### config.mk
export PLATFORM = sky130hd
export DESIGN_NAME = mips_cpu_bus
export DESIGN_NICKNAME = d
export VERILOG_FILES = /design/src/rtl/mips_cpu_bus.sv
export SDC_FILE = /design/constraint.sdc
export NUM_CORES = 2
export LEC_CHECK = 0
export CORE_MARGIN = 1
export CORE_UTILIZATION = 70
export CTS_CLUSTER_DIAMETER = 30
export CTS_CLUSTER_SIZE = 16
export DETAILED_ROUTE_END_ITERATION = 10
export HOLD_SLACK_MARGIN = 0.02
export MAX_ROUTING_LAYER = met4
export PLACE_DENSITY = 0.88
export SYNTH_ARGS = -nofsm -noshare
export SYNTH_HDL_FRONTEND = slang
export SYNTH_SLANG_ARGS = --single-unit
### constraint.sdc
create_clock -name clk -period 138.8 [get_ports clk]
set_clock_uncertainty 0.15 [all_clocks]
set_input_delay 41.64 -clock clk [delete_from_list [all_inputs] [get_ports clk]]
set_output_delay 41.64 -clock clk [all_outputs]
set_load 0.02 [all_outputs]
### src/rtl/mips_cpu_bus.sv
`default_nettype none
// +----------------------------------------------------------------------------+
// | mips_cpu_bus : multicycle little-endian MIPS32 integer core, one Avalon bus |
// | Revision 1.0                                                                |
// +----------------------------------------------------------------------------+
module mips_cpu_bus #(
  parameter logic [31:0] RESET_VECTOR = 32'hBFC0_0000
) (
  input  logic        clk,
  input  logic        reset,
  output logic        active,
  output logic [31:0] register_v0,
  output logic [31:0] address,
  output logic        write,
  output logic        read,
  input  logic        waitrequest,
  output logic [31:0] writedata,
  output logic [3:0]  byteenable,
  input  logic [31:0] readdata
);

  typedef enum logic [1:0] {FETCH = 2'd0, EXEC = 2'd1, MEM = 2'd2, HALTED = 2'd3} state_t;

  state_t      state, state_next;
  logic [31:0] pc, npc, ir;
  logic [31:0] gpr [0:31];

  logic [5:0]  opcode, funct;
  logic [4:0]  rs, rt, rd, shamt, wb_idx;
  logic [15:0] imm;
  logic [31:0] imm_s, imm_z, rs_val, rt_val, wb_val, target, ea;
  logic        wb_en, taken, is_lw, is_sw;

  assign opcode = ir[31:26];
  assign rs     = ir[25:21];
  assign rt     = ir[20:16];
  assign rd     = ir[15:11];
  assign shamt  = ir[10:6];
  assign funct  = ir[5:0];
  assign imm    = ir[15:0];
  assign imm_s  = {{16{imm[15]}}, imm};
  assign imm_z  = {16'h0000, imm};
  // gpr[0] is never written, so it always reads back as zero
  assign rs_val = gpr[rs];
  assign rt_val = gpr[rt];
  assign ea     = rs_val + imm_s;

  assign register_v0 = gpr[2];
  assign byteenable  = 4'b1111;
  assign active      = (state != HALTED);

  always_comb begin
    wb_en  = 1'b0;
    wb_idx = rd;
    wb_val = 32'h0;
    taken  = 1'b0;
    target = 32'h0;
    is_lw  = 1'b0;
    is_sw  = 1'b0;
    case (opcode)
      6'h00: begin
        wb_en = 1'b1;
        case (funct)
          6'h00: wb_val = rt_val << shamt;
          6'h02: wb_val = rt_val >> shamt;
          6'h03: wb_val = $signed(rt_val) >>> shamt;
          6'h04: wb_val = rt_val << rs_val[4:0];
          6'h06: wb_val = rt_val >> rs_val[4:0];
          6'h07: wb_val = $signed(rt_val) >>> rs_val[4:0];
          6'h08: begin wb_en = 1'b0; taken = 1'b1; target = rs_val; end
          6'h09: begin taken = 1'b1; target = rs_val; wb_val = pc + 32'd8; end
          6'h21: wb_val = rs_val + rt_val;
          6'h23: wb_val = rs_val - rt_val;
          6'h24: wb_val = rs_val & rt_val;
          6'h25: wb_val = rs_val | rt_val;
          6'h26: wb_val = rs_val ^ rt_val;
          6'h27: wb_val = ~(rs_val | rt_val);
          6'h2A: wb_val = {31'b0, $signed(rs_val) < $signed(rt_val)};
          6'h2B: wb_val = {31'b0, rs_val < rt_val};
          default: wb_en = 1'b0;
        endcase
      end
      6'h02: begin taken = 1'b1; target = {npc[31:28], ir[25:0], 2'b00}; end
      6'h03: begin
        taken  = 1'b1;
        target = {npc[31:28], ir[25:0], 2'b00};
        wb_en  = 1'b1;
        wb_idx = 5'd31;
        wb_val = pc + 32'd8;
      end
      6'h04: begin taken = (rs_val == rt_val); target = npc + {imm_s[29:0], 2'b00}; end
      6'h05: begin taken = (rs_val != rt_val); target = npc + {imm_s[29:0], 2'b00}; end
      6'h09: begin wb_en = 1'b1; wb_idx = rt; wb_val = rs_val + imm_s; end
      6'h0A: begin wb_en = 1'b1; wb_idx = rt; wb_val = {31'b0, $signed(rs_val) < $signed(imm_s)}; end
      6'h0B: begin wb_en = 1'b1; wb_idx = rt; wb_val = {31'b0, rs_val < imm_s}; end
      6'h0C: begin wb_en = 1'b1; wb_idx = rt; wb_val = rs_val & imm_z; end
      6'h0D: begin wb_en = 1'b1; wb_idx = rt; wb_val = rs_val | imm_z; end
      6'h0E: begin wb_en = 1'b1; wb_idx = rt; wb_val = rs_val ^ imm_z; end
      6'h0F: begin wb_en = 1'b1; wb_idx = rt; wb_val = {imm, 16'h0000}; end
      6'h23: is_lw = 1'b1;
      6'h2B: is_sw = 1'b1;
      default: ;
    endcase
  end

  // Bus strobes are gated by reset so a pending request drops the instant reset rises
  always_comb begin
    state_next = state;
    read       = 1'b0;
    write      = 1'b0;
    address    = pc;
    writedata  = 32'h0;
    case (state)
      FETCH: begin
        read = !reset;
        if (!waitrequest) state_next = EXEC;
      end
      EXEC: begin
        if (is_lw || is_sw)  state_next = MEM;
        else if (npc == 0)   state_next = HALTED;
        else                 state_next = FETCH;
      end
      MEM: begin
        address   = ea & 32'hFFFF_FFFC;
        read      = is_lw && !reset;
        write     = is_sw && !reset;
        writedata = is_sw ? rt_val : 32'h0;
        if (!waitrequest) state_next = (npc == 0) ? HALTED : FETCH;
      end
      default: ;
    endcase
  end

  always_ff @(posedge clk or posedge reset) begin
    if (reset) begin
      state <= FETCH;
      pc    <= RESET_VECTOR;
      npc   <= RESET_VECTOR + 32'd4;
      ir    <= 32'h0;
      for (int i = 0; i < 32; i++) gpr[i] <= 32'h0;
    end else begin
      state <= state_next;
      case (state)
        FETCH: if (!waitrequest) ir <= readdata;
        EXEC: if (!(is_lw || is_sw)) begin
          if (wb_en && wb_idx != 5'd0) gpr[wb_idx] <= wb_val;
          pc  <= npc;
          npc <= taken ? target : npc + 32'd4;
        end
        MEM: if (!waitrequest) begin
          if (is_lw && rt != 5'd0) gpr[rt] <= readdata;
          pc  <= npc;
          npc <= npc + 32'd4;
        end
        default: ;
      endcase
    end
  end

endmodule
`default_nettype wire

==> reports/qor.txt, run 1 <==
Cell Area, Synth: 0.0859 mm^2
synth unique cells: 107
largest net degree at the start of global routing: 178
Site Rows: 128
placed cell area: 0.0885 mm^2
CTS Hold Bufs: 0
status: did not finish
die width: 352 um
CTS Root Buffer Type: clkbuf_16
Seq cells post-synth: 1,122
total CTS buffers: 238
CTS H-tree depth: 4
die height: 352 um
placer congestion estimate: 1.35
Fail Step: global routing (5_1_grt)
Yosys warnings: 0
tool error: [ERROR GRT-0116] Global routing finished with congestion. Check the congestion regions in the DRC Viewer.
top_reg_cell synth: dfrtp_1
hpwl dp: 317,000 um
cells after synthesis: 10,036
EDFF count, synth: 0
Clock Tree Buf Depth: 3
# IOs: 138
total global routing overflow: 1,037
Setup Fix Bufs, Post-CTS: 0
Starting Density: 0.705
first-pass GRT wire length: 820,000 um
CTS sink count: 1,122
port bufs: 133
ys async rst share: 1.00
Mapped Avg Cell Area: 8.55 um^2
total track usage: 0.913
vias in the first global route: 109,223
register area share after synthesis: 0.327
post-cts sizing count: 0
synthesized netlist by cell type, drive strengths merged, types with 30 or more instances:
cell type  count  area share
a221oi        45      0.0048
nand3        170       0.010
a31oi         88      0.0064
xor2          34      0.0035
mux4         287       0.075
o22ai        343       0.025
o21a          65      0.0057
mux2i        754       0.088
and3          46      0.0034
a22oi         93      0.0082
a21oi        863       0.050
xnor2         72      0.0073
nand2b        36      0.0026
o32a          30      0.0035
o211ai        51      0.0045
buf          339       0.024
nor3         375       0.022
dfrtp       1103        0.32
nand2        808       0.035
clkbuf       693       0.030
and2          42      0.0031
o21ai       1248       0.073
ha           238       0.035
o221ai        82      0.0084
a21o          43      0.0038
nand4         30      0.0022
nor4          94      0.0073
mux2          69      0.0091
a2111oi       88       0.010
nor2        1021       0.045
a211oi       108      0.0095
a221o         91       0.011
a32oi         54      0.0055
inv          167      0.0073
metal layers:
layer	GRT usage	overflow
met2	0.983	429
met5	-	-
met3	0.830	161
met1	0.911	114
met4	0.902	333
stage by stage:
stage	instances	worst slack [ns]
after floorplan	10039	55.08
after global placement	11167	54.07
after detailed placement	11167	54.06
after CTS	11623	54.06
kinds of logic after synthesis:
group	after synthesis	share of synthesized area
AO/OA/AOI/OAI	3509	0.252
AND/OR/NAND/NOR	2747	0.141
XOR/XNOR	106	0.0108
multiplexers	1110	0.172
buffers and inverters	1199	0.0612
adder cells (fa/ha/maj)	242	0.0356
other	1	0.0000437
flip-flops	1122	0.327
==> run 2: changes to the inputs <==
- CORE_UTILIZATION: 70 -> 40
- CTS_CLUSTER_DIAMETER: 30 -> unset
- CTS_CLUSTER_SIZE: 16 -> unset
- HOLD_SLACK_MARGIN: 0.02 -> unset
- MAX_ROUTING_LAYER: met4 -> unset
- PLACE_DENSITY: 0.88 -> unset
- PLACE_DENSITY_LB_ADDON: unset -> 0.15
==> run 2 against run 1 <==
Net effect: the flow now finishes, with violations (max-capacitance violations, max-slew violations); synthesized cell count stayed put; synthesized area stayed put.
==> reports/qor.txt, run 2 <==
status: finished with violations
failing checks: max-capacitance violations, max-slew violations
total track usage: 0.519
DR DRC count: 0
total global routing overflow: 0
Yosys top cell area share: 0.321
drt first pass iters: 8
max FFs per register: 992
Max VDD drop: 0.0158 mV
crit path launch type: input port
die width: 465 um
net switching power: 1.65 mW
Setup Fix Bufs, Post-CTS: 0
Power Density: 30.1 mW/mm^2
worst reg2reg startpoint: ir[17]$_DFFE_PP0P_
die height: 465 um
register area share after synthesis: 0.327
Yosys warnings: 0
Cell Area, Synth: 0.0859 mm^2
Tmin final: 84.77 ns
Hold WC Path Type: reg2reg
Starting Density: 0.404
Site Rows: 169
Nets: 10,019
R2R depth: 23
worst r2r dst: gpr[888]$_DFFE_PP0P_
Seq cells post-synth: 1,122
TNS Setup: 0 ns
antenna violations before repair: 69
CTS Root Buffer Type: clkbuf_16
Mapped Avg Cell Area: 8.55 um^2
relative max-transition margin: -0.103
sequential power share: 0.188
unrepaired setup endpoints after global routing: false
Crit Path Max Fanout: 3
Worst EP required: 97.01 ns
CTS Hold Bufs: 0
hpwl dp: 395,000 um
Clock Tree Buf Depth: 3
first-pass GRT wire length: 770,000 um
slowest CP cell: clkdlybuf4s50_1
CP delay by family, top: buffers and inverters
antenna-violating nets left: 0
crit end category: primary output
max-slew violations: 6
synth unique cells: 107
Int Pwr: 1.23 mW
Post-synth top cells: 1,103 x dfrtp_1, 1,087 x o21ai_0, 1,021 x nor2_1
top_reg_cell synth: dfrtp_1
Leak: 37.9 nW
critical-path cell list: clkdlybuf4s50_1 > nor2_1 > clkdlybuf4s50_1
post-cts sizing count: 0
clock power share: 0.140
largest net degree at the start of global routing: 155
EDFF count, synth: 0
initial drt markers: 15,115
Final Power: 2.88 mW
drt total wl: 581,000 um
port bufs: 133
Comb power frac: 0.672
Top reg by flops: gpr
Min Hold Slack: 0.248 ns
critical path class: in2out
maxcap violations: 5
final setup fails: 0
wire per inst: 45.7 um
dominant cells by area after synthesis: dfrtp_1 32%, mux2i_1 8.8%, mux4_2 7.5%, o21ai_0 6.3%, a21oi_1 5.0%
Tcrit/Tclk final: 0.611
Crit path depth: 3
slowest stage delay, CP: 0.63 ns
total CTS buffers: 143
cell with the most instances after synthesis: dfrtp_1
total die area: 0.216 mm^2
share of cells above drive strength 1: 0.130
Hold Startpoint: gpr[1021]$_DFFE_PP0P_
via count: 95,307
Worst Path Arrival: 42.98 ns
worst path buffer plus inverter count: 2
vias in the first global route: 86,802
Least-Margin Pin Slew: 1.64 ns
commonest non-fill, non-tap cell in the layout: dfrtp_1
Synth-to-Final Area Change: 11.6%
commonest cells after routing, fill and taps aside: 1,094 x dfrtp_1, 1,085 x o21ai_0, 1,000 x nor2_1
Final Hold Viols: 0
Crit path top cell by count: clkdlybuf4s50_1
placer congestion estimate: 1.05
Clock transition at path regs: 0.06 ns
cells after synthesis: 10,036
CTS H-tree depth: 4
area leader, netlist: dfrtp_1
R2R Setup Slk: 127.07 ns
# IOs: 138
sw frac: 0.573
WHS Path Cells: 0
ys async rst share: 1.00
clock latency on the worst-skew pair: 0.87 ns
routed vias/inst: 7.49
CTS sink count: 1,122
core footprint: 0.213 mm^2
CTS tree: yes
Fmax: 11.8 MHz
hold worst-path end: gpr[1021]$_DFFE_PP0P_
run 2: kinds of logic (layout without fill, tap and decap cells):
logic type / Yosys count / count (layout) / synth area share
XOR/XNOR: 106 / 106 / 0.0108
multiplexers: 1110 / 1110 / 0.172
adder cells (fa/ha/maj): 242 / 242 / 0.0356
AND/OR/NAND/NOR: 2747 / 2747 / 0.141
flip-flops: 1122 / 1122 / 0.327
AO/OA/AOI/OAI: 3509 / 3509 / 0.252
buffers and inverters: 1199 / 1007 / 0.0612
other: 1 / 64 / 0.0000437
run 2: area by class of cell:
cell class,instances,area [um^2]
fill,20992,117000
multi-input combinational,7718,53600
sequential,1122,28100
timing repair buffer,590,4810
clock buffer,201,4040
tap,2821,3530
clock inverter,49,871
inverter,167,637
antenna,60,150
run 2: per-stage QoR:
stage               area [um^2]  setup slack, ns  std cells   util
floorplan                 85900            55.08      10039      -
global placement          90700            53.97      12418  0.427
detailed placement        90700            54.03      12418  0.427
CTS                       95600            54.03      12668  0.450
global route              95700            54.00      12672  0.450
finish                    95800            54.03      12728  0.450
run 2: power groups by stage:
| stage | combinational [mW] | clock (mW) | sequential, mW |
|---|---|---|---|
| after floorplan | 1.08 | 0 | 0.489 |
| after global placement | 1.82 | 0 | 0.536 |
| after detailed placement | 1.82 | 0 | 0.540 |
| after CTS | 1.83 | 0.402 | 0.535 |
| after global routing | 1.95 | 0.414 | 0.550 |
| final | 1.93 | 0.403 | 0.542 |
run 2: routing by layer:
| metal | vias to the layer above | track usage | part of all wire | wire [um] |
|---|---|---|---|---|
| met5 | - | 0.00725 | 0.00093 | 543 |
| met3 | 2641 | 0.237 | 0.15 | 85300 |
| met4 | 44 | 0.475 | 0.11 | 63700 |
| met1 | 47239 | 0.599 | 0.35 | 201000 |
| met2 | 8496 | 0.712 | 0.40 | 231000 |
| li1 | 36887 | - | - | - |
run 2: worst max-delay path by stage:
stage                        to  slack [ns]  start
after floorplan            read       55.08  reset
after global placement    write       53.97  reset
after detailed placement  write       54.03  reset
after CTS                 write       54.03  reset
after global routing       read       54.00  reset
final                     write       54.03  reset
(Power assumes the default switching activity.)
